File: config.mk
export PLATFORM = sky130hd
export DESIGN_NAME = skid_buffer_full_reg
export DESIGN_NICKNAME = d
export VERILOG_FILES = /design/src/rtl/skid_buffer_full_reg.sv
export SDC_FILE = /design/constraint.sdc
export NUM_CORES = 1
export LEC_CHECK = 0
export CORE_MARGIN = 2
export CORE_UTILIZATION = 49
export CTS_BUF_LIST = sky130_fd_sc_hd__clkbuf_4
export CTS_CLUSTER_SIZE = 24
export DETAILED_ROUTE_END_ITERATION = 8
export PLACE_DENSITY = 0.78
export SLEW_MARGIN = 10
export SYNTH_ARGS = -nofsm -noshare
export SYNTH_HDL_FRONTEND = slang
export SYNTH_SLANG_ARGS = --single-unit
File: constraint.sdc
create_clock -name clk_i -period 3.33 [get_ports clk_i]
set_input_delay 0.4995 -clock clk_i [delete_from_list [all_inputs] [get_ports clk_i]]
set_output_delay 0.4995 -clock clk_i [all_outputs]
set_load 0.02 [all_outputs]
File: src/rtl/skid_buffer_full_reg.sv
// skid_buffer_full_reg
//   Two-entry valid/ready register slice. Every output (data_valid_o,
//   data_o, data_ready_o) comes straight from a flop, so both the forward
//   valid/data path and the backward ready path are cut. Sustains one
//   transfer per cycle with one cycle of forward latency.
//
//   Storage: main register (drives data_o) and skid register (holds the
//   one extra word accepted in the cycle downstream stalls).
//
// Parameters:
//   DATA_SIZE     payload width in bits (min 1)
//
// Ports:
//   clk_i         clock, all logic on rising edge
//   rst_clk_i     synchronous active-high reset
//   data_i        upstream payload
//   data_valid_i  upstream valid
//   data_ready_o  registered ready to upstream
//   data_o        registered payload to downstream
//   data_valid_o  registered valid to downstream
//   data_ready_i  downstream ready
//   stall_cnt_o   (only with SKID_BUFFER_FULL_REG_STALL_CNT_EN) saturating
//                 16-bit count of cycles with data_valid_o && !data_ready_i
//
// Optional feature macro: SKID_BUFFER_FULL_REG_STALL_CNT_EN

module skid_buffer_full_reg #(
  parameter int unsigned DATA_SIZE = 8
) (
  input  logic                 clk_i,
  input  logic                 rst_clk_i,
  input  logic [DATA_SIZE-1:0] data_i,
  input  logic                 data_valid_i,
  output logic                 data_ready_o,
  output logic [DATA_SIZE-1:0] data_o,
  output logic                 data_valid_o,
  input  logic                 data_ready_i
`ifdef SKID_BUFFER_FULL_REG_STALL_CNT_EN
  ,
  output logic [15:0]          stall_cnt_o
`endif
);

  typedef enum logic [1:0] {
    StEmpty = 2'd0,
    StBusy  = 2'd1,
    StFull  = 2'd2
  } state_e;

  state_e                 state_q, state_d;
  logic [DATA_SIZE-1:0]   main_q, main_d;
  logic [DATA_SIZE-1:0]   skid_q, skid_d;
  logic                   valid_q, valid_d;
  logic                   ready_q, ready_d;
  logic                   in_fire;
  logic                   out_fire;

  // Handshakes use the registered outputs, so no input reaches an output
  // combinationally.
  always_comb begin
    in_fire  = data_valid_i && ready_q;
    out_fire = valid_q && data_ready_i;
  end

  always_comb begin
    state_d = state_q;
    main_d  = main_q;
    skid_d  = skid_q;
    unique case (state_q)
      StEmpty: begin
        if (in_fire) begin
          state_d = StBusy;
          main_d  = data_i;
        end
      end
      StBusy: begin
        unique case ({in_fire, out_fire})
          2'b11: main_d = data_i;
          2'b10: begin
            state_d = StFull;
            skid_d  = data_i;
          end
          2'b01: state_d = StEmpty;
          default: ;
        endcase
      end
      StFull: begin
        // ready_q is low here, so no upstream word can arrive.
        if (out_fire) begin
          state_d = StBusy;
          main_d  = skid_q;
        end
      end
      default: state_d = StEmpty;
    endcase

    // Outputs are registered copies of functions of the next state, which
    // makes them equal to functions of the current state after the edge.
    valid_d = (state_d != StEmpty);
    ready_d = (state_d != StFull);
  end

  // ready_q resets to 0 so upstream sees no ready while reset is held; it
  // rises one edge after reset releases.
  always_ff @(posedge clk_i) begin
    if (rst_clk_i) begin
      state_q <= StEmpty;
      main_q  <= '0;
      skid_q  <= '0;
      valid_q <= 1'b0;
      ready_q <= 1'b0;
    end else begin
      state_q <= state_d;
      main_q  <= main_d;
      skid_q  <= skid_d;
      valid_q <= valid_d;
      ready_q <= ready_d;
    end
  end

  assign data_o       = main_q;
  assign data_valid_o = valid_q;
  assign data_ready_o = ready_q;

`ifdef SKID_BUFFER_FULL_REG_STALL_CNT_EN
  logic [15:0] stall_cnt_q, stall_cnt_d;

  always_comb begin
    stall_cnt_d = stall_cnt_q;
    if (valid_q && !data_ready_i && (stall_cnt_q != 16'hFFFF)) begin
      stall_cnt_d = stall_cnt_q + 16'd1;
    end
  end

  always_ff @(posedge clk_i) begin
    if (rst_clk_i) begin
      stall_cnt_q <= '0;
    end else begin
      stall_cnt_q <= stall_cnt_d;
    end
  end

  assign stall_cnt_o = stall_cnt_q;
`endif

endmodule

==> results of run 1 <==
==> cell type report <==
type	instances	area, µm²	area share
clock buffer	3	22.5	0.0195
inverter	1	3.75	0.00324
tap	27	33.8	0.0292
sequential	20	400	0.346
timing repair buffer	21	210	0.182
multi-input combinational	66	487	0.421
==> stage by stage <==
step | worst slack [ns] | std cells | instance area (µm²)
3_5_place_dp | 1.24 | 135 | 1130
6_report | 1.45 | 138 | 1160
4_1_cts | 1.44 | 138 | 1160
2_1_floorplan | 2.03 | 95 | 973
5_1_grt | 1.40 | 138 | 1160
3_3_place_gp | 1.30 | 135 | 1130
==> cell usage in the layout, fill, tap and decap left out <==
| master | instances |
|---|---|
| clkdlybuf4s50_1 | 21 |
| dfxtp_1 | 20 |
| a211oi_1 | 14 |
| o21ai_0 | 9 |
| a21oi_1 | 9 |
| mux2i_1 | 8 |
| nand3_1 | 8 |
| clkbuf_4 | 3 |
| nand2_1 | 2 |
| and3b_1 | 2 |
| a211oi_2 | 2 |
| nand2b_2 | 1 |
| a21boi_4 | 1 |
| nand3b_1 | 1 |
| o22ai_4 | 1 |
| a21bo_1 | 1 |
| and4b_2 | 1 |
| nor3b_1 | 1 |
| nand4_1 | 1 |
| nor4bb_1 | 1 |
| inv_1 | 1 |
| o21ai_1 | 1 |
| a21o_1 | 1 |
| a21oi_2 | 1 |
==> state kept, by name, indices dropped and copies added, names as in the netlist <==
name	flops
data_valid_o	1
state_q	2
data_o	8
skid_q	8
data_ready_o	1
==> metal layers <==
metal	up-vias	global-route usage	routed length [µm]
li1	398	-	-
met1	356	0.232	901
met2	28	0.243	828
met3	4	0.0401	119
met4	0	0.0905	34
met5	-	0	0
==> final timing paths <==
kind                                start                     end  slack, ns  cells after the start
setup / recovery  data_valid_o$_SDFF_PP0_            data_valid_o       1.45                      1
hold / removal     skid_q[5]$_SDFFE_PP0P_  skid_q[5]$_SDFFE_PP0P_       0.48                      2
setup reg to reg    state_q[1]$_SDFF_PP0_  data_o[6]$_SDFFE_PP0P_       1.83                      3
hold reg to reg    skid_q[5]$_SDFFE_PP0P_  skid_q[5]$_SDFFE_PP0P_       0.48                      2
==> worst min-delay path, stage by stage, from the launching register on <==
cell	delay, ns
dfxtp_1	0.32
o21ai_0	0.07
a21oi_1	0.06
==> where the power goes <==
group          total [mW]  leakage [nW]  internal, mW  switching, mW
Combinational       0.113         0.254        0.0552         0.0581
Sequential          0.265         0.163         0.254         0.0111
Clock               0.112        0.0138        0.0421         0.0695
==> cells by family (layout without fill, tap and decap cells) <==
group / after synthesis / count (layout) / synth area share
flip-flops: 20 / 20 / 0.411
buffers and inverters: 9 / 25 / 0.0887
multiplexers: 8 / 8 / 0.0823
AND/OR/NAND/NOR: 18 / 18 / 0.120
AO/OA/AOI/OAI: 40 / 40 / 0.298
==> results.py, run 1 <==
metrics = {
    "placed_design": {
        "gp_congestion": 0.741,
        "numPortBuffers": 21,
        "post-dp-hpwl_mm": 1.32,
    },
    "floorplanning": {
        "rows": 16,
        "die_width_um": 48.6,
        "initial_utilization": 0.507,
        "ioPinCount": 22,
        "coreArea_um2": 1920,
        "die-area_um2": 2360,
        "die_y_um": 48.6,
    },
    "clock_tree": {
        "cts_hold_buf": 0,
        "post_cts_resized": 0,
        "clockRootBuffer": "clkbuf_4",
        "numCtsBuffers": 3,
        "cts_sinks": 20,
        "h-tree-depth": 1,
        "cts_tree": "built",
        "max-clock-path-buffers": 2,
        "cts_setup_buffers": 0,
        "path_clk_slew_ns": 0.10,
        "clock_latency_ns": 0.29,
    },
    "sta": {
        "hold_slack_ns": 0.483,
        "relSlewSlack": 0.504,
        "tightest_slew_ns": 0.742,
        "finalHoldViolCount": 0,
        "maxSlewViolCount": 0,
        "setup_tns_ns": 0,
        "post-route-period-util": 0.564,
        "max_freq_mhz": 532,
        "setup_viol": 0,
        "fin_skew_ns": 0.00407,
        "period_needed_ns": 1.88,
        "grt_setup_unrepaired": "false",
    },
    "synthesis": {
        "yosysWarnings": 0,
        "synth_most_common_cell": "dfxtp_1",
        "synthTopCellsByArea": "dfxtp_1, a211oi_1, mux2i_1",
        "ys_seq_area_frac": 0.411,
        "synth_area_per_cell_um2": 10.2,
        "synth-seq-cells": 20,
        "synth-edff-count": 0,
        "syn_nets": 107,
        "synth_ff_type": "dfxtp_1",
        "synthTopCellsByCount": "dfxtp_1, a211oi_1, a21oi_1, o21ai_0",
        "synth_top_area_frac": 0.411,
        "yosysUniqueCellTypes": 26,
        "synthesis.area_um2": 973,
        "synthArstFlopShare": 0,
        "synthCells": 95,
        "yosysTopAreaCell": "dfxtp_1",
    },
    "power_and_ir_drop": {
        "power_density_nw_per_um2": 423,
        "power_uw": 490,
        "p_leak_nw": 0.431,
        "ir_drop_v": 0.000267,
    },
    "global_route": {
        "grt_pass1_vias": 670,
        "grt_overflow": 0,
        "grt_pass1_wl_mm": 3.08,
        "grt_max_degree": 21,
        "grt_util_all_layers": 0.168,
        "antenna_found_initial": 0,
    },
    "critical_path": {
        "worstPathMaxFanout": 5,
        "critPathKind": "reg2out",
        "path_buf_inv": 1,
        "critPathSlowestCell": "clkdlybuf4s50_1",
        "crit_required_ns": 2.83,
        "start_kind": "flop",
        "cp-end-kind": "output port",
        "arrival_ns": 1.38,
        "critical-path-top-delay-family": "buffers and inverters",
        "crit_chain": "clkdlybuf4s50_1",
        "slowest_delay_ns": 0.64,
    },
    "finish": {
        "fin_util": 0.602,
        "fillers": 184,
        "syn2layout_area_growth_pct": 18.9,
        "num_antenna_cells": 0,
        "nets": 125,
        "layout-drive-gt1-share": 0.0901,
    },
    "route": {
        "ant_nets": 0,
        "wl_per_cell_um": 13.6,
        "via_per_inst": 5.70,
        "firstDrtPassIters": 4,
        "drcViolationCount": 0,
        "via_count": 786,
        "drtIter0Drc": 18,
        "routed_wl_mm": 1.88,
    },
    "run_status": {
        "outcome": "finished, final reports clean",
    },
    "flow_run": {
        "cap_violations": 0,
    },
    "min_path": {
        "hp-class": "reg2reg",
    },
}
No activity file was read; power rests on OpenSTA's default activity.
==> run 2, diff against run 1 <==
CORE_UTILIZATION = 46   (was 49)
PLACE_DENSITY = 0.77   (was 0.78)
clock period = 1.6 ns   (was 3.33 ns; I/O delays follow)
==> results.py, run 2 (same netlist as run 1, synthesis figures left out) <==
metrics = {
    "run_status": {
        "outcome": "finished, final reports clean",
    },
    "power_and_ir_drop": {
        "p_leak_nw": 0.482,
        "seqPwrFrac": 0.453,
        "p_comb_frac": 0.207,
        "netSwitchingFraction": 0.254,
        "pwr-share-clk": 0.340,
        "ir_drop_v": 0.000671,
        "power_density_nw_per_um2": 988,
        "intPower_uw": 907,
        "p_sw_uw": 309,
        "power_mw": 1.22,
    },
    "global_route": {
        "grt_util_all_layers": 0.175,
        "grt_pass1_vias": 736,
        "grt_pass1_wl_mm": 3.32,
        "grt_overflow": 0,
        "grt_max_degree": 18,
        "antenna_found_initial": 0,
    },
    "placed_design": {
        "post-dp-hpwl_mm": 1.47,
        "placed_cell_area_um2": 1180,
        "gp_congestion": 0.760,
        "numPortBuffers": 21,
    },
    "sta": {
        "period_needed_ns": 1.53,
        "finalHoldViolCount": 0,
        "relSlewSlack": 0.654,
        "post-route-period-util": 0.954,
        "setup_viol": 0,
        "max_freq_mhz": 655,
        "grt_setup_unrepaired": "false",
        "hold_slack_ns": 0.482,
        "maxSlewViolCount": 0,
        "fin_skew_ns": 0.00683,
        "tightest_slew_ns": 0.518,
    },
    "finish": {
        "layout_commonest_cell": "dfxtp_1",
        "fillers": 153,
        "syn2layout_area_growth_pct": 26.5,
        "num_antenna_cells": 0,
        "multiInputGateArea_um2": 487,
        "layout-drive-gt1-share": 0.129,
        "fin_util": 0.621,
        "nets": 129,
        "register_area_um2": 400,
        "mostFrequentLayoutCells": "dfxtp_1, clkdlybuf4s50_1, a211oi_1, o21ai_0, a21oi_1",
        "fin_area_um2": 1230,
    },
    "clock_tree": {
        "clock_latency_ns": 0.30,
        "clockRootBuffer": "clkbuf_4",
        "cts_setup_buffers": 0,
        "cts_tree": "built",
        "h-tree-depth": 1,
        "cts_sinks": 20,
        "cts_hold_buf": 0,
        "max-clock-path-buffers": 2,
        "path_clk_slew_ns": 0.12,
        "numCtsBuffers": 3,
    },
    "min_path": {
        "hp-class": "reg2reg",
        "min_path_cells": 2,
    },
    "critical_path": {
        "critical-path-top-delay-family": "buffers and inverters",
        "critPathKind": "reg2out",
        "start_kind": "flop",
        "slowest_delay_ns": 0.61,
        "arrival_ns": 1.29,
        "reg2reg_depth": 3,
        "critPathSlowestCell": "clkdlybuf4s50_1",
        "crit_required_ns": 1.36,
        "crit_chain": "clkdlybuf4s50_1",
        "worstSetupPathDepth": 1,
        "worstPathMaxFanout": 2,
        "cp-end-kind": "output port",
        "path_buf_inv": 1,
    },
    "floorplanning": {
        "die-area_um2": 2500,
        "initial_utilization": 0.491,
        "die_width_um": 50,
        "ioPinCount": 22,
        "die_y_um": 50,
        "rows": 16,
        "coreArea_um2": 1980,
    },
    "route": {
        "via_count": 828,
        "drcViolationCount": 0,
        "drtIter0Drc": 19,
        "wl_per_cell_um": 14.1,
        "via_per_inst": 5.79,
        "ant_nets": 0,
        "firstDrtPassIters": 4,
        "routed_wl_mm": 2.01,
    },
    "flow_run": {
        "cap_violations": 0,
    },
}
## run 2: layout make-up
cell class                 count  share of cell area
clock inverter                 1              0.0244
clock buffer                   3              0.0183
sequential                    20               0.325
tap                           27              0.0274
multi-input combinational     66               0.395
inverter                       1             0.00305
timing repair buffer          25               0.206
## run 2: tightest hold or removal path, cell delays in order, from the launching register on
cell and delay [ns]:
dfxtp_1 0.33, o21ai_0 0.06, a21oi_1 0.06
## run 2: layer usage
layer  routed length, µm  vias up  global-route usage
met2                1020       20               0.303
met4                  21        0              0.0694
li1                    -      410                   -
met3                  73        2              0.0273
met5                   0        -                   0
met1                 894      396               0.213
## run 2: repair_timing
action	CTS	global route
endpoints found under the hold margin	0	0
resized for setup	1	1
setup endpoints to repair	1	1
pin swaps	0	0
## run 2: power groups by stage
| stage | logic [mW] | registers (mW) | clock network [mW] |
|---|---|---|---|
| 5_1_grt | 0.270 | 0.556 | 0.448 |
| 4_1_cts | 0.254 | 0.551 | 0.415 |
| 2_1_floorplan | 0.136 | 0.587 | 0 |
| 6_report | 0.252 | 0.551 | 0.414 |
| 3_3_place_gp | 0.249 | 0.561 | 0 |
| 3_5_place_dp | 0.254 | 0.563 | 0 |
## run 2: final timing paths
path                           start                endpoint  slack (ns)
max           data_o[4]$_SDFFE_PP0P_               data_o[4]        0.07
min           skid_q[6]$_SDFFE_PP0P_  skid_q[6]$_SDFFE_PP0P_        0.48
max reg2reg  data_valid_o$_SDFF_PP0_  data_o[3]$_SDFFE_PP0P_        0.14
min reg2reg   skid_q[6]$_SDFFE_PP0P_  skid_q[6]$_SDFFE_PP0P_        0.48
## run 2: per-stage QoR
stage / instances / TNS (ns) / worst slack (ns)
final: 143 / 0 / 0.0729
after global routing: 143 / 0 / 0.0136
after CTS: 143 / 0 / 0.0372
after detailed placement: 139 / -1.58 / -0.220
after global placement: 139 / -0.815 / -0.0789
after floorplan: 95 / 0 / 0.344
